### config.mk
export PLATFORM = sky130hd
export DESIGN_NAME = gcm_seq_ctrl
export DESIGN_NICKNAME = d
export VERILOG_FILES = /design/src/rtl/gcm_seq_ctrl.sv
export SDC_FILE = /design/constraint.sdc
export NUM_CORES = 1
export LEC_CHECK = 0
export ABC_AREA = 1
export CAP_MARGIN = 30
export CELL_PAD_IN_SITES_DETAIL_PLACEMENT = 0
export CELL_PAD_IN_SITES_GLOBAL_PLACEMENT = 1
export CORE_AREA = 5 5 587 589
export CTS_BUF_LIST = sky130_fd_sc_hd__clkbuf_16
export CTS_CLUSTER_DIAMETER = 50
export DETAILED_ROUTE_END_ITERATION = 6
export DIE_AREA = 0 0 592 594
export PLACE_DENSITY = 0.47
export SETUP_SLACK_MARGIN = 0.5
export SYNTH_ARGS = -nofsm -noshare
export SYNTH_HDL_FRONTEND = slang
export SYNTH_SLANG_ARGS = --single-unit
### constraint.sdc
create_clock -name clk -period 1.6 [get_ports clk]
set_input_delay 0.4 -clock clk [delete_from_list [all_inputs] [get_ports clk]]
set_output_delay 0.4 -clock clk [all_outputs]
set_load 0.05 [all_outputs]
### src/rtl/gcm_seq_ctrl.sv
// gcm_seq_ctrl: job sequencer in front of the gcm_aes core.
//
// Accepts one GCM job (key, IV, AAD/PT block counts), then a gap-free stream of
// 128-bit blocks. Drives the core's instance strobes, registered block inputs and
// bit-length fields, realigns ciphertext to the core's fixed latency and captures
// the tag under a watchdog.
//
// Ports:
//   clk, rst_n                 clock, asynchronous active-low reset
//   i_start, i_key, i_iv       job start (IDLE only) and latched job parameters
//   i_aad_blks, i_pt_blks      per-phase block counts (0 allowed)
//   i_blk, i_blk_valid         block stream; o_blk_ready high in AAD/PT
//   o_busy                     state != IDLE
//   o_ct, o_ct_valid           realigned ciphertext, one pulse per PT block
//   o_tag, o_tag_valid         captured tag, one-cycle completion pulse
//   o_err                      sticky underrun/timeout flag, cleared on start
//   o_core_*                   drive gcm_aes inputs
//   i_core_ct/tag/tag_ready    gcm_aes outputs
//
// Optional: define GCM_SEQ_PERF_EN to add o_perf_cycles, a saturating 32-bit count
// of cycles from accepted start to tag or error.

module gcm_seq_ctrl #(
   parameter int unsigned LEN_W       = 16,
   parameter int unsigned CT_LATENCY  = 1,
   parameter int unsigned TAG_TIMEOUT = 64
) (
   input  logic             clk,
   input  logic             rst_n,
   input  logic             i_start,
   input  logic [127:0]     i_key,
   input  logic [95:0]      i_iv,
   input  logic [LEN_W-1:0] i_aad_blks,
   input  logic [LEN_W-1:0] i_pt_blks,
   input  logic [127:0]     i_blk,
   input  logic             i_blk_valid,
   output logic             o_blk_ready,
   output logic             o_busy,
   output logic [127:0]     o_ct,
   output logic             o_ct_valid,
   output logic [127:0]     o_tag,
   output logic             o_tag_valid,
   output logic             o_err,
   output logic             o_core_new_instance,
   output logic             o_core_pt_instance,
   output logic [127:0]     o_core_key,
   output logic [95:0]      o_core_iv,
   output logic [127:0]     o_core_aad,
   output logic [127:0]     o_core_pt,
   output logic [63:0]      o_core_aad_size,
   output logic [63:0]      o_core_pt_size,
   input  logic [127:0]     i_core_ct,
   input  logic [127:0]     i_core_tag,
   input  logic             i_core_tag_ready
`ifdef GCM_SEQ_PERF_EN
   ,
   output logic [31:0]      o_perf_cycles
`endif
);

   localparam int unsigned TO_W = $clog2(TAG_TIMEOUT + 1);

   typedef enum logic [2:0] {StIdle, StAad, StPt, StWaitTag, StErr} state_e;

   state_e                state_q, state_d;
   logic [LEN_W-1:0]      cnt_q, cnt_d;
   logic [LEN_W-1:0]      pt_blks_q, pt_blks_d;
   logic                  first_q, first_d;
   logic [TO_W-1:0]       to_q, to_d;
   logic [CT_LATENCY-1:0] ct_sr_q, ct_sr_d;
   logic [127:0]          key_q, key_d, aad_q, aad_d, pt_q, pt_d;
   logic [95:0]           iv_q, iv_d;
   logic [63:0]           aad_size_q, aad_size_d, pt_size_q, pt_size_d;
   logic                  new_inst_q, new_inst_d, pt_inst_q, pt_inst_d;
   logic [127:0]          ct_q, ct_d, tag_q, tag_d;
   logic                  ct_valid_q, ct_valid_d, tag_valid_q, tag_valid_d;
   logic                  err_q, err_d;

   always_comb begin
      state_d     = state_q;
      cnt_d       = cnt_q;
      pt_blks_d   = pt_blks_q;
      first_d     = first_q;
      to_d        = to_q;
      key_d       = key_q;
      iv_d        = iv_q;
      aad_d       = aad_q;
      pt_d        = pt_q;
      aad_size_d  = aad_size_q;
      pt_size_d   = pt_size_q;
      new_inst_d  = 1'b0;
      pt_inst_d   = 1'b0;
      tag_d       = tag_q;
      tag_valid_d = 1'b0;
      err_d       = err_q;

      unique case (state_q)
         StIdle: begin
            if (i_start) begin
               key_d      = i_key;
               iv_d       = i_iv;
               aad_size_d = 64'(i_aad_blks) << 7;
               pt_size_d  = 64'(i_pt_blks) << 7;
               pt_blks_d  = i_pt_blks;
               err_d      = 1'b0;
               first_d    = 1'b1;
               to_d       = '0;
               if (i_aad_blks != '0) begin
                  state_d = StAad;
                  cnt_d   = i_aad_blks;
               end else if (i_pt_blks != '0) begin
                  state_d = StPt;
                  cnt_d   = i_pt_blks;
               end else begin
                  // Empty job: the core still needs one instance pulse.
                  state_d    = StWaitTag;
                  new_inst_d = 1'b1;
               end
            end
         end
         StAad: begin
            if (!i_blk_valid) begin
               state_d = StErr;
               err_d   = 1'b1;
            end else begin
               aad_d      = i_blk;
               new_inst_d = first_q;
               first_d    = 1'b0;
               cnt_d      = cnt_q - 1'b1;
               if (cnt_q == LEN_W'(1)) begin
                  if (pt_blks_q != '0) begin
                     state_d = StPt;
                     cnt_d   = pt_blks_q;
                  end else begin
                     state_d = StWaitTag;
                  end
               end
            end
         end
         StPt: begin
            if (!i_blk_valid) begin
               state_d = StErr;
               err_d   = 1'b1;
            end else begin
               pt_d       = i_blk;
               new_inst_d = first_q;
               pt_inst_d  = 1'b1;
               first_d    = 1'b0;
               cnt_d      = cnt_q - 1'b1;
               if (cnt_q == LEN_W'(1)) state_d = StWaitTag;
            end
         end
         StWaitTag: begin
            // Tag takes priority over a timeout expiring in the same cycle.
            if (i_core_tag_ready) begin
               tag_d       = i_core_tag;
               tag_valid_d = 1'b1;
               state_d     = StIdle;
            end else if (to_q == TO_W'(TAG_TIMEOUT - 1)) begin
               state_d = StErr;
               err_d   = 1'b1;
            end else begin
               to_d = to_q + 1'b1;
            end
         end
         StErr:   state_d = StIdle;
         default: state_d = StIdle;
      endcase
   end

   // Ciphertext realignment: the valid tap follows each PT presentation by CT_LATENCY
   // cycles, at which point i_core_ct holds the matching result.
   always_comb begin
      ct_sr_d    = CT_LATENCY'({ct_sr_q, pt_inst_q});
      ct_valid_d = ct_sr_q[CT_LATENCY-1];
      if (state_q == StErr) begin
         ct_sr_d    = '0;
         ct_valid_d = 1'b0;
      end
      ct_d = ct_valid_d ? i_core_ct : ct_q;
   end

   always_ff @(posedge clk or negedge rst_n) begin
      if (!rst_n) begin
         state_q     <= StIdle;
         cnt_q       <= '0;
         pt_blks_q   <= '0;
         first_q     <= 1'b0;
         to_q        <= '0;
         ct_sr_q     <= '0;
         key_q       <= '0;
         iv_q        <= '0;
         aad_q       <= '0;
         pt_q        <= '0;
         aad_size_q  <= '0;
         pt_size_q   <= '0;
         new_inst_q  <= 1'b0;
         pt_inst_q   <= 1'b0;
         ct_q        <= '0;
         ct_valid_q  <= 1'b0;
         tag_q       <= '0;
         tag_valid_q <= 1'b0;
         err_q       <= 1'b0;
      end else begin
         state_q     <= state_d;
         cnt_q       <= cnt_d;
         pt_blks_q   <= pt_blks_d;
         first_q     <= first_d;
         to_q        <= to_d;
         ct_sr_q     <= ct_sr_d;
         key_q       <= key_d;
         iv_q        <= iv_d;
         aad_q       <= aad_d;
         pt_q        <= pt_d;
         aad_size_q  <= aad_size_d;
         pt_size_q   <= pt_size_d;
         new_inst_q  <= new_inst_d;
         pt_inst_q   <= pt_inst_d;
         ct_q        <= ct_d;
         ct_valid_q  <= ct_valid_d;
         tag_q       <= tag_d;
         tag_valid_q <= tag_valid_d;
         err_q       <= err_d;
      end
   end

`ifdef GCM_SEQ_PERF_EN
   logic [31:0] perf_q, perf_d;

   always_comb begin
      perf_d = perf_q;
      if (state_q == StIdle) begin
         if (i_start) perf_d = '0;
      end else if (state_q != StErr && perf_q != '1) begin
         perf_d = perf_q + 1'b1;
      end
   end

   always_ff @(posedge clk or negedge rst_n) begin
      if (!rst_n) perf_q <= '0;
      else        perf_q <= perf_d;
   end

   assign o_perf_cycles = perf_q;
`endif

   assign o_blk_ready         = (state_q == StAad) || (state_q == StPt);
   assign o_busy              = (state_q != StIdle);
   assign o_ct                = ct_q;
   assign o_ct_valid          = ct_valid_q;
   assign o_tag               = tag_q;
   assign o_tag_valid         = tag_valid_q;
   assign o_err               = err_q;
   assign o_core_new_instance = new_inst_q;
   assign o_core_pt_instance  = pt_inst_q;
   assign o_core_key          = key_q;
   assign o_core_iv           = iv_q;
   assign o_core_aad          = aad_q;
   assign o_core_pt           = pt_q;
   assign o_core_aad_size     = aad_size_q;
   assign o_core_pt_size      = pt_size_q;

endmodule
==> impl_metrics.json, run 1 <==
{
  "cts-root-buf": "clkbuf_16",
  "seq_area_frac_synth_pct": 62.5,
  "clock.fmax_mhz": 436,
  "worst_ep_arrival_time_ns": 1.89,
  "whs_ns": 0.122,
  "postLayoutCoreUtil_pct": 21.1,
  "crit_slowest_cell": "dfrtp_1",
  "multi_input_area_um2": 11400,
  "drive_gt1_share_pct": 34.6,
  "post-dp-hpwl_um": 176000,
  "cp_num_buf_inv": 4,
  "cts_buffers": 157,
  "p_clk_share_pct": 18.2,
  "cpMostUsedCell": "nand2_4",
  "r2r-start": "state_q[2]$_DFFE_PN0P_",
  "vdd_drop_max_uv": 1250,
  "path_class": "reg -> out",
  "cts_tree": "yes",
  "num_io_pins": 1516,
  "synth_ff_type": "dfrtp_1",
  "ys_top_cells_by_count": "1885 x nand2_1, 801 x dfrtp_1, 293 x o21ai_0",
  "ys_types": 35,
  "rsz0062_at_grt": "true",
  "portBuffers": 1419,
  "p_sw_w": 0.0870,
  "cp-start-kind": "flip-flop",
  "ys_warn_count": 0,
  "dp_cells": 9752,
  "antenna_found_initial": 35,
  "htreeDepth": 4,
  "numClockSinks": 801,
  "yosys_register_bits": 801,
  "slew_violations": 0,
  "cap_violations": 0,
  "nets": 6212,
  "seq_power_share_pct": 22.9,
  "status": "finished with violations",
  "endpoint_kind": "output pin",
  "hold_violations": 0,
  "drc": 0,
  "syn_area_um2": 32100,
  "setup_viol": 1571,
  "comb_power_share_pct": 58.9,
  "violations": "negative setup slack",
  "synth_cells": 3663,
  "vias": 32100,
  "drt_iter0_markers": 1657,
  "gp_congestion": 0.883,
  "core-area_um2": 339000,
  "clk_pin_slew_ns": 0.06,
  "timing.critical_path.from": "state_q[1]$_DFFE_PN0P_",
  "dr.pass1.iters": 5,
  "dieArea_um2": 352000,
  "synth_most_common_cell": "nand2_1",
  "slowest_delay_ns": 0.40,
  "path_delay_family": "buffers and inverters",
  "ant_nets": 0,
  "synth_top_cell_by_area": "dfrtp_1",
  "layout.cells.non_filler": 10200,
  "grt_overflow": 0,
  "synthArstFlopShare_pct": 100,
  "swShare_pct": 45.8,
  "netlist.area_leader.share_pct": 62.5,
  "die_width_um": 592,
  "wl_um": 222000,
  "p_int_w": 0.103,
  "hp-start": "i_core_ct[97]",
  "grt_max_degree": 71,
  "via_per_inst": 3.13,
  "synth_edf_count": 0,
  "fill_cells": 36700,
  "grt_pass1_wl_um": 291000,
  "start_util_pct": 9.46,
  "crit_path_cell_trace": "inv_2 -> nor2_4 -> buf_6 -> nand2_4 -> nand2_4 -> buf_8 -> buf_12",
  "crit_required_ns": 1.20,
  "p_per_area_nw_per_um2": 2660,
  "setup_tns_ns": -332.57,
  "synthToLayoutAreaGrowth_pct": 123,
  "synth.top_cells.by_area": "dfrtp_1 63%, nand2_1 22%, o21ai_0 4.6%",
  "hold_path.class": "in -> reg",
  "worstPathMaxFanout": 3,
  "first_global_vias": 33700,
  "p_leak_nw": 32.9,
  "fin_crit_ns": 2.29,
  "wire_per_inst_um": 21.7,
  "cts.path.max_buffers": 4,
  "seq_area_um2": 20200,
  "grtUsageTotal_pct": 11.7,
  "period_share_pct": 143,
  "die_h_um": 594,
  "num_rows": 214,
  "finalClockSkew_ns": 0.0367,
  "clk_latency_ns": 0.80,
  "layout_setup_ws_ns": -0.692,
  "avgSynthCellArea_um2": 8.75
}
-- worst min-delay path, stage by stage --
cell and delay [ns]:
clkdlybuf4s50_1 0.40, nand2_1 0.06, nand2_1 0.04
-- final timing paths --
path | endpoint | slack [ns] | cells after the start
setup / recovery | o_blk_ready | -0.69 | 7
hold / removal | o_ct[97]$_DFFE_PN0P_ | 0.12 | 3
setup reg to reg | cnt_q[2]$_DFFE_PN0P_ | -0.44 | 14
hold reg to reg | o_core_key[125]$_DFFE_PN0P_ | 0.53 | 2
max in group asynchronous | o_tag[120]$_DFFE_PN0P_ | 0.73 | 4
min in group asynchronous | first_q$_DFFE_PN0P_ | 0.25 | 3
-- registers in the layout, indices dropped and copies added (netlist names), 3 cells and up --
register,cells
cnt_q,16
o_core_aad,128
o_core_aad_size,16
o_core_iv,96
o_core_key,128
o_core_pt,128
o_core_pt_size,16
o_ct,128
o_tag,128
state_q,3
to_q,7
-- logic make-up (layout without fill, tap and decap cells) --
| family | Yosys count | in the layout | share of synthesized area [%] |
|---|---|---|---|
| compound gates | 314 | 314 | 4.98 |
| fa+ha+maj | 3 | 3 | 0.117 |
| xor+xnor | 9 | 9 | 0.246 |
| flops | 801 | 801 | 62.5 |
| simple gates | 2069 | 2069 | 25.0 |
| other cells | 1 | 109 | 0.0117 |
| buf+inv | 466 | 2397 | 7.13 |
-- cells in the final DEF, fill, tap and decap left out, types with 17 or more instances in the layout --
| cell type | Yosys | final |
|---|---|---|
| nand3_1 | 54 | 46 |
| inv_1 | 184 | 194 |
| clkinv_4 | 0 | 17 |
| buf_6 | 2 | 50 |
| bufinv_16 | 0 | 20 |
| buf_8 | 0 | 20 |
| buf_16 | 0 | 21 |
| nand2_2 | 5 | 161 |
| buf_12 | 0 | 836 |
| dfrtp_1 | 801 | 695 |
| nor2_1 | 88 | 64 |
| clkinvlp_4 | 0 | 25 |
| clkdlybuf4s50_1 | 0 | 643 |
| conb_1 | 1 | 96 |
| nor2_4 | 6 | 20 |
| dfrtp_2 | 0 | 106 |
| clkbuf_16 | 0 | 198 |
| o21ai_0 | 293 | 266 |
| nand2_4 | 4 | 92 |
| nand2_1 | 1885 | 1639 |
| inv_6 | 0 | 20 |
| buf_4 | 96 | 301 |
| o21ai_1 | 1 | 21 |
| nor2_2 | 7 | 17 |
-- area by class of cell --
type | instances | share of cell area, %
antenna | 13 | 0.0455
clock buffer | 159 | 5.57
clock inverter | 125 | 2.00
inverter | 195 | 1.10
multi-input combinational | 2491 | 16.0
sequential | 801 | 28.2
tap | 4536 | 7.95
timing repair buffer | 1917 | 39.1
timing repair inverter | 1 | 0.0158
-- through the flow --
step / instance area [µm²] / setup WS, ns / total power (W)
floorplan: 32500 / 0.0155 / 0.0833
global placement: 61800 / -0.780 / 0.148
detailed placement: 61800 / -0.737 / 0.148
CTS: 68500 / -0.823 / 0.187
global route: 71400 / -0.837 / 0.198
finish: 71400 / -0.692 / 0.190
-- what timing repair did --
action | CTS | global route
hold buffers | 6 | 0
gates resized for setup | 133 | 493
gates cloned | 9 | 47
setup endpoints to repair | 1575 | 1576
endpoints found under the hold margin | 793 | 0
setup buffers | 93 | 34
pin swaps | 6 | 71
-- power by group through the flow --
stage	clock network (W)	registers (W)	logic, W
2_1_floorplan	0	0.0688	0.0145
3_3_place_gp	0	0.0427	0.106
3_5_place_dp	0	0.0427	0.106
4_1_cts	0.0359	0.0429	0.108
5_1_grt	0.0366	0.0445	0.117
6_report	0.0345	0.0434	0.112
-- routing by layer --
metal	routed length (µm)	part of all wire, %	track usage [%]	vias to the layer above
met4	4230	1.9	2.29	44
met1	92200	42	14.2	15700
met5	245	0.11	0	-
li1	-	-	-	14900
met3	21400	9.6	4.86	263
met2	104000	47	19.3	1199
(Power assumes the default switching activity.)
==> run 2: changes to the inputs <==
Settings changed: GPL_TIMING_DRIVEN set to 0.
==> impl_metrics.json, run 2 (synthesis results as in run 1) <==
{
  "status": "finished with violations",
  "violations": "negative hold slack, negative setup slack",
  "grt_overflow": 0,
  "slew_headroom_pct": 36.3,
  "nets": 6283,
  "p_leak_nw": 30.6,
  "cts_buffers": 168,
  "slowest_delay_ns": 0.45,
  "via_per_inst": 3.18,
  "seq_power_share_pct": 23.4,
  "grt_pass1_wl_um": 306000,
  "clock.fmax_mhz": 448,
  "drt_iter0_markers": 1766,
  "cts-root-buf": "clkbuf_16",
  "period_share_pct": 139,
  "grtUsageTotal_pct": 12.5,
  "setup_tns_ns": -319.50,
  "num_rows": 214,
  "ant_nets": 0,
  "setup_viol": 1547,
  "p_clk_share_pct": 21.5,
  "core-area_um2": 339000,
  "dieArea_um2": 352000,
  "worstPathMaxFanout": 4,
  "cp-start-kind": "flip-flop",
  "vdd_drop_max_uv": 1410,
  "layout_setup_ws_ns": -0.630,
  "layout.cells.non_filler": 10300,
  "hold_violations": 99,
  "swShare_pct": 49.2,
  "worst_pin_slew_ns": 0.956,
  "htreeDepth": 4,
  "vias": 32800,
  "hold_path.class": "in -> async",
  "fin_crit_ns": 2.23,
  "p_int_w": 0.0859,
  "cap_violations": 0,
  "dr.pass1.iters": 7,
  "antenna_found_initial": 53,
  "portBuffers": 1419,
  "fill_cells": 37700,
  "gp_congestion": 0.939,
  "postCtsHoldBufs": 12,
  "endpoint_kind": "output pin",
  "dp_cells": 9735,
  "cts_tree": "yes",
  "synthToLayoutAreaGrowth_pct": 98.1,
  "numClockSinks": 801,
  "clk_latency_ns": 0.83,
  "drc": 0,
  "rsz0062_at_grt": "true",
  "wl_um": 235000,
  "whs_ns": -0.386,
  "crit_slowest_cell": "dfrtp_2",
  "worst_ep_arrival_time_ns": 1.83,
  "drive_gt1_share_pct": 30.2,
  "die_width_um": 592,
  "first_global_vias": 33600,
  "final_common_cell": "nand2_1",
  "finalClockSkew_ns": 0.0457,
  "start_util_pct": 9.46,
  "crit_required_ns": 1.20,
  "comb_power_share_pct": 55.1,
  "post-dp-hpwl_um": 188000,
  "p_per_area_nw_per_um2": 2670,
  "clk_pin_slew_ns": 0.04,
  "grt_max_degree": 111,
  "p_sw_w": 0.0834,
  "cts.path.max_buffers": 4,
  "num_io_pins": 1516,
  "slew_violations": 0,
  "die_h_um": 594,
  "path_class": "reg -> out",
  "crit_path_cell_trace": "buf_4 -> nor2_4 -> inv_6 -> buf_12",
  "final_cell_mix": "1852 x nand2_1, 733 x buf_6, 724 x dfrtp_1",
  "wire_per_inst_um": 22.8
}
[run 2: path summary, 6_finish.rpt]
check	startpoint	to	slack, ns	depth (start not counted)
worst max register to register	state_q[1]$_DFFE_PN0P_	o_tag[55]$_DFFE_PN0P_	-0.46	11
worst max-delay path	state_q[2]$_DFFE_PN0P_	o_busy	-0.63	4
max in group asynchronous	rst_n	o_tag[6]$_DFFE_PN0P_	0.04	6
worst min-delay path	rst_n	o_core_key[63]$_DFFE_PN0P_	-0.39	3
worst min register to register	o_core_iv[23]$_DFFE_PN0P_	o_core_iv[23]$_DFFE_PN0P_	0.48	2
min in group clk	i_key[45]	o_core_key[45]$_DFFE_PN0P_	0.12	3
[run 2: cell type report]
class	instances	area (µm²)	share of cell area [%]
sequential	801	20100	31.7
clock inverter	129	1390	2.20
buffer	271	2240	3.53
clock buffer	172	4300	6.78
tap	4536	5680	8.94
inverter	195	774	1.22
timing repair buffer	1707	18500	29.2
antenna	11	27.5	0.0434
multi-input combinational	2491	10400	16.4
[run 2: through the flow]
step / cell area (µm²) / util (%) / total power (W) / worst slack [ns]
2_1_floorplan: 32500 / - / 0.0833 / 0.0155
3_3_place_gp: 52400 / 15.5 / 0.121 / -44.69
3_5_place_dp: 53000 / 15.6 / 0.122 / -1.41
4_1_cts: 59100 / 17.5 / 0.157 / -0.789
5_1_grt: 63500 / 18.7 / 0.177 / -0.756
6_report: 63500 / 18.7 / 0.169 / -0.630
[run 2: critical path: cells and delay by family (launching register included)]
family / cells / cell delay (ns)
DFF: 1 / 0.45
buffers and inverters: 3 / 0.38
and+or+nand+nor: 1 / 0.20
[run 2: power groups by stage]
stage | combinational (W) | sequential (W) | clock (W)
global route | 0.0982 | 0.0407 | 0.0386
global placement | 0.0836 | 0.0378 | 0
floorplan | 0.0145 | 0.0688 | 0
CTS | 0.0813 | 0.0376 | 0.0378
detailed placement | 0.0845 | 0.0376 | 0
finish | 0.0932 | 0.0397 | 0.0364
[run 2: per-layer routing]
layer,GRT usage [%],wire length (µm),vias up
li1,-,-,15100
met1,14.8,94700,16000
met2,21.1,111000,1377
met3,5.10,23600,301
met4,2.53,6370,50
met5,0,348,-
[run 2: repair_timing]
item                                    CTS  global route
resized for setup                      1533          4388
buffers inserted                         32           204
gates cloned                              4            14
setup endpoints to repair              1939          2027
pin swaps                                 6            10
endpoints found under the hold margin   207            96
